File: src/rtl/div_unit_pkg.sv
// div_unit_pkg: shared definitions for the iterative divider.
//   DIV_W       data width of dividend/divisor (32)
//   DIV_CYCLES  number of restoring steps per division (32)
//   div_state_e FSM encoding: DIV_IDLE, DIV_ZERO, DIV_BUSY, DIV_DONE
//   abs_val()   magnitude of an operand (only when signed mode is selected)
//   neg_if()    conditional two's-complement negation for sign fix-up
package div_unit_pkg;

   localparam int unsigned DIV_W      = 32;
   localparam int unsigned DIV_CYCLES = 32;

   typedef enum logic [1:0] {
      DIV_IDLE = 2'd0,
      DIV_ZERO = 2'd1,
      DIV_BUSY = 2'd2,
      DIV_DONE = 2'd3
   } div_state_e;

   // 0x80000000 maps to itself, which read as unsigned is the correct magnitude.
   function automatic logic [DIV_W-1:0] abs_val(input logic [DIV_W-1:0] x, input logic is_signed);
      return (is_signed && x[DIV_W-1]) ? -x : x;
   endfunction

   function automatic logic [DIV_W-1:0] neg_if(input logic [DIV_W-1:0] x, input logic neg);
      return neg ? -x : x;
   endfunction

endpackage

File: src/rtl/div_unit.sv
// div_unit: iterative 32-bit radix-2 restoring divider for the EX stage.
// Optional feature macro: DIV_ANNUL_EN (adds the annul input).
// Ports:
//   clk         pipeline clock
//   rst         asynchronous active-high reset
//   div_valid   division request (sampled in IDLE only)
//   signed_div  1 = DIV (signed), 0 = DIVU; sampled with div_valid
//   opa, opb    dividend (rs) and divisor (rt)
//   annul       cancel in-flight division (only with DIV_ANNUL_EN)
//   result      {remainder, quotient}: [63:32] -> HI, [31:0] -> LO
//   ready       one-cycle pulse, result valid
//   stall_div   hold IF/ID/EX while the division is pending
module div_unit
   import div_unit_pkg::*;
(
   input  logic                 clk,
   input  logic                 rst,
   input  logic                 div_valid,
   input  logic                 signed_div,
   input  logic [DIV_W-1:0]     opa,
   input  logic [DIV_W-1:0]     opb,
`ifdef DIV_ANNUL_EN
   input  logic                 annul,
`endif
   output logic [2*DIV_W-1:0]   result,
   output logic                 ready,
   output logic                 stall_div
);

   div_state_e            state_q, state_d;
   logic [5:0]            cnt_q, cnt_d;
   // {rem[32:0], quo[31:0]}
   logic [2*DIV_W:0]      work_q, work_d;
   logic [DIV_W-1:0]      dvsr_q, dvsr_d;
   logic                  neg_quo_q, neg_quo_d;
   logic                  neg_rem_q, neg_rem_d;
   logic [2*DIV_W-1:0]    result_q, result_d;

   logic                  annul_w;
   logic [2*DIV_W:0]      shifted;
   logic [DIV_W:0]        diff;
   logic [2*DIV_W:0]      step;
   logic [2*DIV_W-1:0]    fixed;

`ifdef DIV_ANNUL_EN
   assign annul_w = annul;
`else
   assign annul_w = 1'b0;
`endif

   // One restoring step: shift, trial-subtract, keep difference if non-negative.
   always_comb begin
      shifted = work_q << 1;
      diff    = shifted[2*DIV_W:DIV_W] - {1'b0, dvsr_q};
      if (diff[DIV_W]) begin
         step = shifted;
      end else begin
         step = {diff, shifted[DIV_W-1:1], 1'b1};
      end
   end

   // Remainder fits in 32 bits once all steps are done, so work_q[64] is always 0 here.
   assign fixed = {neg_if(work_q[2*DIV_W-1:DIV_W], neg_rem_q),
                   neg_if(work_q[DIV_W-1:0], neg_quo_q)};

   always_comb begin
      state_d   = state_q;
      cnt_d     = cnt_q;
      work_d    = work_q;
      dvsr_d    = dvsr_q;
      neg_quo_d = neg_quo_q;
      neg_rem_d = neg_rem_q;
      result_d  = result_q;
      ready     = 1'b0;
      stall_div = 1'b0;

      unique case (state_q)
         DIV_IDLE: begin
            if (div_valid && !annul_w) begin
               stall_div = 1'b1;
               dvsr_d    = abs_val(opb, signed_div);
               work_d    = {{(DIV_W+1){1'b0}}, abs_val(opa, signed_div)};
               neg_quo_d = signed_div && (opa[DIV_W-1] ^ opb[DIV_W-1]);
               neg_rem_d = signed_div && opa[DIV_W-1];
               cnt_d     = '0;
               state_d   = (opb == '0) ? DIV_ZERO : DIV_BUSY;
            end
         end
         DIV_ZERO: begin
            state_d = DIV_IDLE;
            if (!annul_w) begin
               ready    = 1'b1;
               result_d = '0;
            end
         end
         DIV_BUSY: begin
            stall_div = 1'b1;
            if (annul_w) begin
               state_d = DIV_IDLE;
            end else begin
               work_d = step;
               cnt_d  = cnt_q + 6'd1;
               if (cnt_q == 6'(DIV_CYCLES - 1)) begin
                  state_d = DIV_DONE;
               end
            end
         end
         DIV_DONE: begin
            // annul is deliberately ignored here: the result is already committed.
            ready    = 1'b1;
            result_d = fixed;
            state_d  = DIV_IDLE;
         end
         default: begin
            state_d = DIV_IDLE;
         end
      endcase
   end

   // New result is visible combinationally in the ready cycle, then held.
   assign result = ready ? result_d : result_q;

   always_ff @(posedge clk or posedge rst) begin
      if (rst) begin
         state_q   <= DIV_IDLE;
         cnt_q     <= '0;
         work_q    <= '0;
         dvsr_q    <= '0;
         neg_quo_q <= 1'b0;
         neg_rem_q <= 1'b0;
         result_q  <= '0;
      end else begin
         state_q   <= state_d;
         cnt_q     <= cnt_d;
         work_q    <= work_d;
         dvsr_q    <= dvsr_d;
         neg_quo_q <= neg_quo_d;
         neg_rem_q <= neg_rem_d;
         result_q  <= result_d;
      end
   end

endmodule
File: config.mk
export PLATFORM = sky130hd
export DESIGN_NAME = div_unit
export DESIGN_NICKNAME = d
export VERILOG_FILES = /design/src/rtl/div_unit_pkg.sv /design/src/rtl/div_unit.sv
export SDC_FILE = /design/constraint.sdc
export NUM_CORES = 1
export LEC_CHECK = 0
export ABC_CLOCK_PERIOD_IN_PS = 6400
export CORE_AREA = 5 5 144 146
export DETAILED_ROUTE_END_ITERATION = 7
export DIE_AREA = 0 0 149 151
export GPL_TIMING_DRIVEN = 0
export PLACE_DENSITY = 0.8
export SLEW_MARGIN = 20
export SYNTH_ARGS = -nofsm -noshare
export SYNTH_HDL_FRONTEND = slang
export SYNTH_SLANG_ARGS = --single-unit
File: constraint.sdc
create_clock -name clk -period 6.4 [get_ports clk]
set_input_delay 1.28 -clock clk [delete_from_list [all_inputs] [get_ports clk]]
set_output_delay 1.28 -clock clk [all_outputs]
set_load 0.01 [all_outputs]
Yosys cells after proc, flatten, opt, wreduce, memory -nomap -nowiden
Index checks and enable logic that the tools add are counted.
- shift operators: 0
- order comparisons: 0
- mux-type cells: 18
- $mul: 0
- bitwise gates (word level): 1
- reductions and logical operators: 10
- equal/unequal tests: 6
- $add $sub $neg: 6
- div/mod/pow operators: 0
- operators by type and width (cell ; number):
    $pmux 64 s2 ; 2
    $mux 64 ; 3
    $mux 32 ; 4
    $neg 32->32 ; 4
    $sub 33x32->33 ; 1
    $logic_not 32->1 ; 1
    $pmux 6 s2 ; 1
    $add 6x1->6 const B ; 1
    $eq 6x5->1 const B ; 1
    $mux 2 ; 3
    $mux 6 ; 1
    $pmux 2 s3 ; 1
    $reduce_and 2->1 ; 3
    $eq 2x2->1 const B ; 2
    $ne 2x2->1 const B ; 2
    $logic_and 1x1->1 ; 3
    $eq 2x1->1 const B ; 1
    $logic_not 2->1 ; 1
    $mux 1 ; 2
    $pmux 1 s2 ; 1
    $reduce_bool 2->1 ; 1
    $reduce_or 2->1 ; 1
    $xor 1x1->1 ; 1
- latch bits: 0
- memories kept: 0
- input port bits: 68
- bits in writable memories: 0
- ROM bits: 0
- output and inout bits: 66
- register bits: 170

Longest topological paths before layout
- depth in word-level cells: 4
- depth in mapped cells: 13
- depth with buffers taken out: 12

Worst setup path after synthesis
OpenSTA, ideal clock, no wires.
- path kind: reg2out
- start point: register work_q[7]
- end point: output result[29]
- slack: 2156 ps
- stages on the path, launching flop included: 8
- arrival: 2964 ps
- cell sequence: dfrtp_1 -> or4_4 -> or4_4 -> or3_4 -> or4_4 -> o41ai_2 -> xor2_1 -> o2bb2ai_1
- longest elaborated chain between the ends: 4
- ends and longest elaborated chain (item ; RTL line ; RTL):
    start, declared ; div_unit.sv:33 ; logic [2*DIV_W:0] work_q, work_d;
    start signal, assigned ; div_unit.sv:135 ; work_q <= work_d;
    $neg 32->32 ; div_unit_pkg.sv:25 ; return neg ? -x : x;
    $mux 32 ; div_unit_pkg.sv:25 ;
    $pmux 64 s2 ; div_unit.sv:77 ; unique case (state_q)
    $mux 64 ; div_unit.sv:121 ; assign result = ready ? result_d : result_q;
    end, declared ; div_unit.sv:25 ; output logic [2*DIV_W-1:0] result,
No other way between the ends.

Final worst setup path
- start point: register work_q[2]
- end point: output result[30]
The elaborated chain is that of the path after synthesis.

==> impl_metrics.py <==
metrics = {
    "outcome": {
        "status": "finished clean",
    },
    "sta": {
        "finalSetupTns_ns": 0,
        "setup_ws_ns": 0.870,
        "finalCritPeriodShare_pct": 86.4,
        "clock_skew_ns": 0.00742,
        "tightest_slew_ns": 0.714,
        "rsz0062_at_grt": "false",
        "fin_crit_ns": 5.53,
        "slew_headroom_pct": 51.2,
        "hold_viol": 0,
        "slew_viol_final": 0,
        "max_clock_freq_mhz": 181,
        "setup_viol": 0,
    },
    "clock_tree": {
        "clock_latency_ns": 0.43,
        "cts.root.buffer_cell": "clkbuf_16",
        "cts.sinks": 170,
        "post-cts-setup-buffers": 0,
        "cts_buffers": 17,
        "path_clk_slew_ns": 0.06,
        "clockBufferDepth": 2,
        "cts-hold-fix-buffers": 0,
        "cts_tree": "yes",
        "h-tree-depth": 4,
        "ctsResizeCount": 0,
    },
    "worst_setup_path": {
        "r2r_cells": 12,
        "cp_max_fo": 6,
        "timing.rr.end": "work_q[62]",
        "reg2reg_slack_ns": 2.10,
        "worst_path_max_delay_cell": "clkdlybuf4s50_1",
        "crit_path_start_kind": "flip-flop",
        "critPathBufInv": 1,
        "setup.worst_path.start": "work_q[2]",
        "path_cells": "or3_1, or3b_2, or2_2, or4_1, o21ai_1, nand2_1, a21oi_1, xor2_1, o2bb2ai_1, clkdlybuf4s50_1",
        "cp.required_ns": 5.12,
        "reg2reg_from": "work_q[32]",
        "worstPathArrival_ns": 4.25,
        "cpPeakStageDelay_ns": 0.59,
        "cp-end-kind": "output pin",
        "crit_type": "flip-flop to output pin",
        "path_delay_family": "simple AND/OR/NAND/NOR gates",
    },
    "hold_path": {
        "hold_end": "dvsr_q[24]",
        "min-delay-start": "dvsr_q[24]",
        "holdCritPathClass": "flip-flop to flip-flop",
        "min_path_cells": 2,
    },
    "drt": {
        "wl_per_cell_um": 18.5,
        "final_antenna_net_count": 0,
        "drt_drc_violations_left": 0,
        "via_per_inst": 5.95,
        "vias": 9641,
        "initialDrtViolationCount": 822,
        "firstDrtPassIters": 5,
        "route.final.wire_length_um": 30000,
    },
    "place": {
        "place.port_buffers": 132,
        "dpl_worst_slack_ns": 1.39,
        "routabilityCongestion": 0.951,
        "dp_hpwl_um": 23100,
    },
    "floorplanning": {
        "rows": 51,
        "dieWidth_um": 149,
        "io_pins": 134,
        "coreArea_mm2": 0.0193,
        "initial_core_util_pct": 55.8,
        "dieArea_mm2": 0.0225,
        "fp.dieH_um": 151,
    },
    "yosys": {
        "synth_flop_cell": "dfrtp_1",
        "netlist_instances": 1192,
        "syn_area_per_cell_um2": 9.03,
        "ys_ff_latch": 170,
        "synth_cell_types": 63,
        "syn_nets": 1298,
        "ys_warn_count": 0,
        "synth-async-reset-ratio_pct": 100,
        "yosysSeqAreaShare_pct": 39.5,
        "syn_area_mm2": 0.0108,
        "synth-edff-count": 0,
    },
    "finish": {
        "drive_above_1_share_pct": 3.83,
        "multi_input_area_mm2": 0.00605,
        "fillers": 1563,
        "fin_nets": 1450,
        "seq_area_mm2": 0.00425,
        "antennaDiodeCount": 0,
        "area_delta_synth_final_pct": 21.3,
    },
    "power_and_ir_drop": {
        "total_leakage_power_nw": 5.29,
        "peakVddDrop_mv": 0.290,
        "p_per_area_mw_per_mm2": 587,
    },
    "global_route": {
        "grt_pass1_wl_um": 48400,
        "grt_antenna_before_repair": 0,
        "overflow": 0,
        "grt_pass1_vias": 9301,
        "track_usage_pct": 27.2,
        "grt_max_degree": 101,
    },
    "run": {
        "drv_cap": 0,
    },
}
-- synthesized netlist by cell type (8+ instances only) --
cell type,instances,area share (%)
a21o_1,11,0.77
a21oi_1,55,2.6
ha_1,37,4.3
a22oi_1,27,1.9
o2bb2ai_1,62,5.0
nand2_1,139,4.8
nand3_1,14,0.65
dfrtp_1,170,40
clkbuf_1,51,1.8
nand2b_1,12,0.70
xnor2_1,50,4.1
o41ai_1,11,0.90
nor3_1,18,0.84
xor2_1,94,7.7
a31oi_1,9,0.52
or4_1,16,1.1
nand4_1,8,0.47
o31ai_1,31,2.2
nor2_1,39,1.4
mux2i_1,28,2.6
inv_1,59,2.1
o21ai_0,150,7.0
-- state kept, by name, summed over array words and instances, names as in the netlist --
name	cells
neg_quo_q	1
result_q	64
state_q	2
cnt_q	6
neg_rem_q	1
dvsr_q	32
work_q	64
-- stage by stage --
stage / hold slack (ns) / area [um2] / util [%] / std cells / total power, W
after detailed placement: 0.472 / 12400 / 64.6 / 1590 / 0.00652
after floorplan: 0.445 / 10800 / - / 1192 / 0.00516
final: 0.480 / 13000 / 67.7 / 1621 / 0.00766
after CTS: 0.487 / 13000 / 67.7 / 1621 / 0.00762
after global placement: 0.461 / 12400 / 64.4 / 1589 / 0.00639
after global routing: 0.504 / 13000 / 67.7 / 1621 / 0.00823
-- power by group --
group          internal, W  switching, W  total, W
Combinational      0.00205       0.00234   0.00439
Sequential         0.00162      0.000603   0.00223
Clock             0.000618      0.000430   0.00105
-- per-layer routing --
layer / GRT usage, % / up-vias / part of all wire (%)
li1: - / 4609 / -
met5: 0 / - / 0
met4: 7.19 / 0 / 1.3
met2: 41.7 / 386 / 45
met3: 5.18 / 32 / 8.1
met1: 39.8 / 4614 / 46
-- tightest hold or removal path, stage by stage (launching register included) --
cell and delay (ns):
dfrtp_1 0.34, nand2_1 0.05, o21ai_0 0.06
-- cell type report --
| class | instances | area share (%) |
|---|---|---|
| multi-input cells | 904 | 46.4 |
| well taps | 265 | 2.54 |
| flip-flops and latches | 170 | 32.6 |
| inverters | 59 | 1.76 |
| repair buffers | 133 | 10.3 |
| plain buffers | 59 | 1.76 |
| clock inverters | 8 | 0.854 |
| clock buffers | 23 | 3.74 |
-- cell families (layout without fill, tap and decap cells) --
group	Yosys count	in the layout	synth area share, %
compound gates	399	399	24.1
simple gates	293	293	13.1
flops	170	170	39.5
xor+xnor	145	145	11.9
buf+inv	118	282	4.20
fa+ha+maj	38	38	4.49
mux	29	29	2.71
-- cell usage in the layout (no fill, tap or decap), types with 4 or more instances in the layout --
cell type	n
or3_1	7
nand3_1	14
a21oi_1	55
o31ai_1	31
ha_1	37
o22ai_1	5
clkinv_4	4
o2bb2ai_1	62
or2_2	6
nand2b_1	12
o21ai_0	150
and2_1	5
a21o_1	11
dfrtp_1	170
a2bb2oi_1	5
clkbuf_16	17
nor3_1	18
clkdlybuf4s50_1	132
nor2b_1	7
nor2_1	39
o211ai_1	5
xor2_1	94
nand2_1	139
inv_1	58
a22oi_1	27
clkbuf_1	53
o41ai_1	11
nand4_1	8
a31oi_1	9
or4_1	16
buf_1	5
mux2i_1	28
xnor2_1	50
clkbuf_8	4
nor4_1	7
-- how the worst max path moves through the flow --
stage	endpoint	cells after the start
global placement	dvsr_q[16]	2
detailed placement	result[30]	10
global route	result[30]	10
floorplan	cnt_q[0]	1
CTS	result[26]	10
finish	result[30]	10
Note: power is estimated with default switching activity, not from simulation.
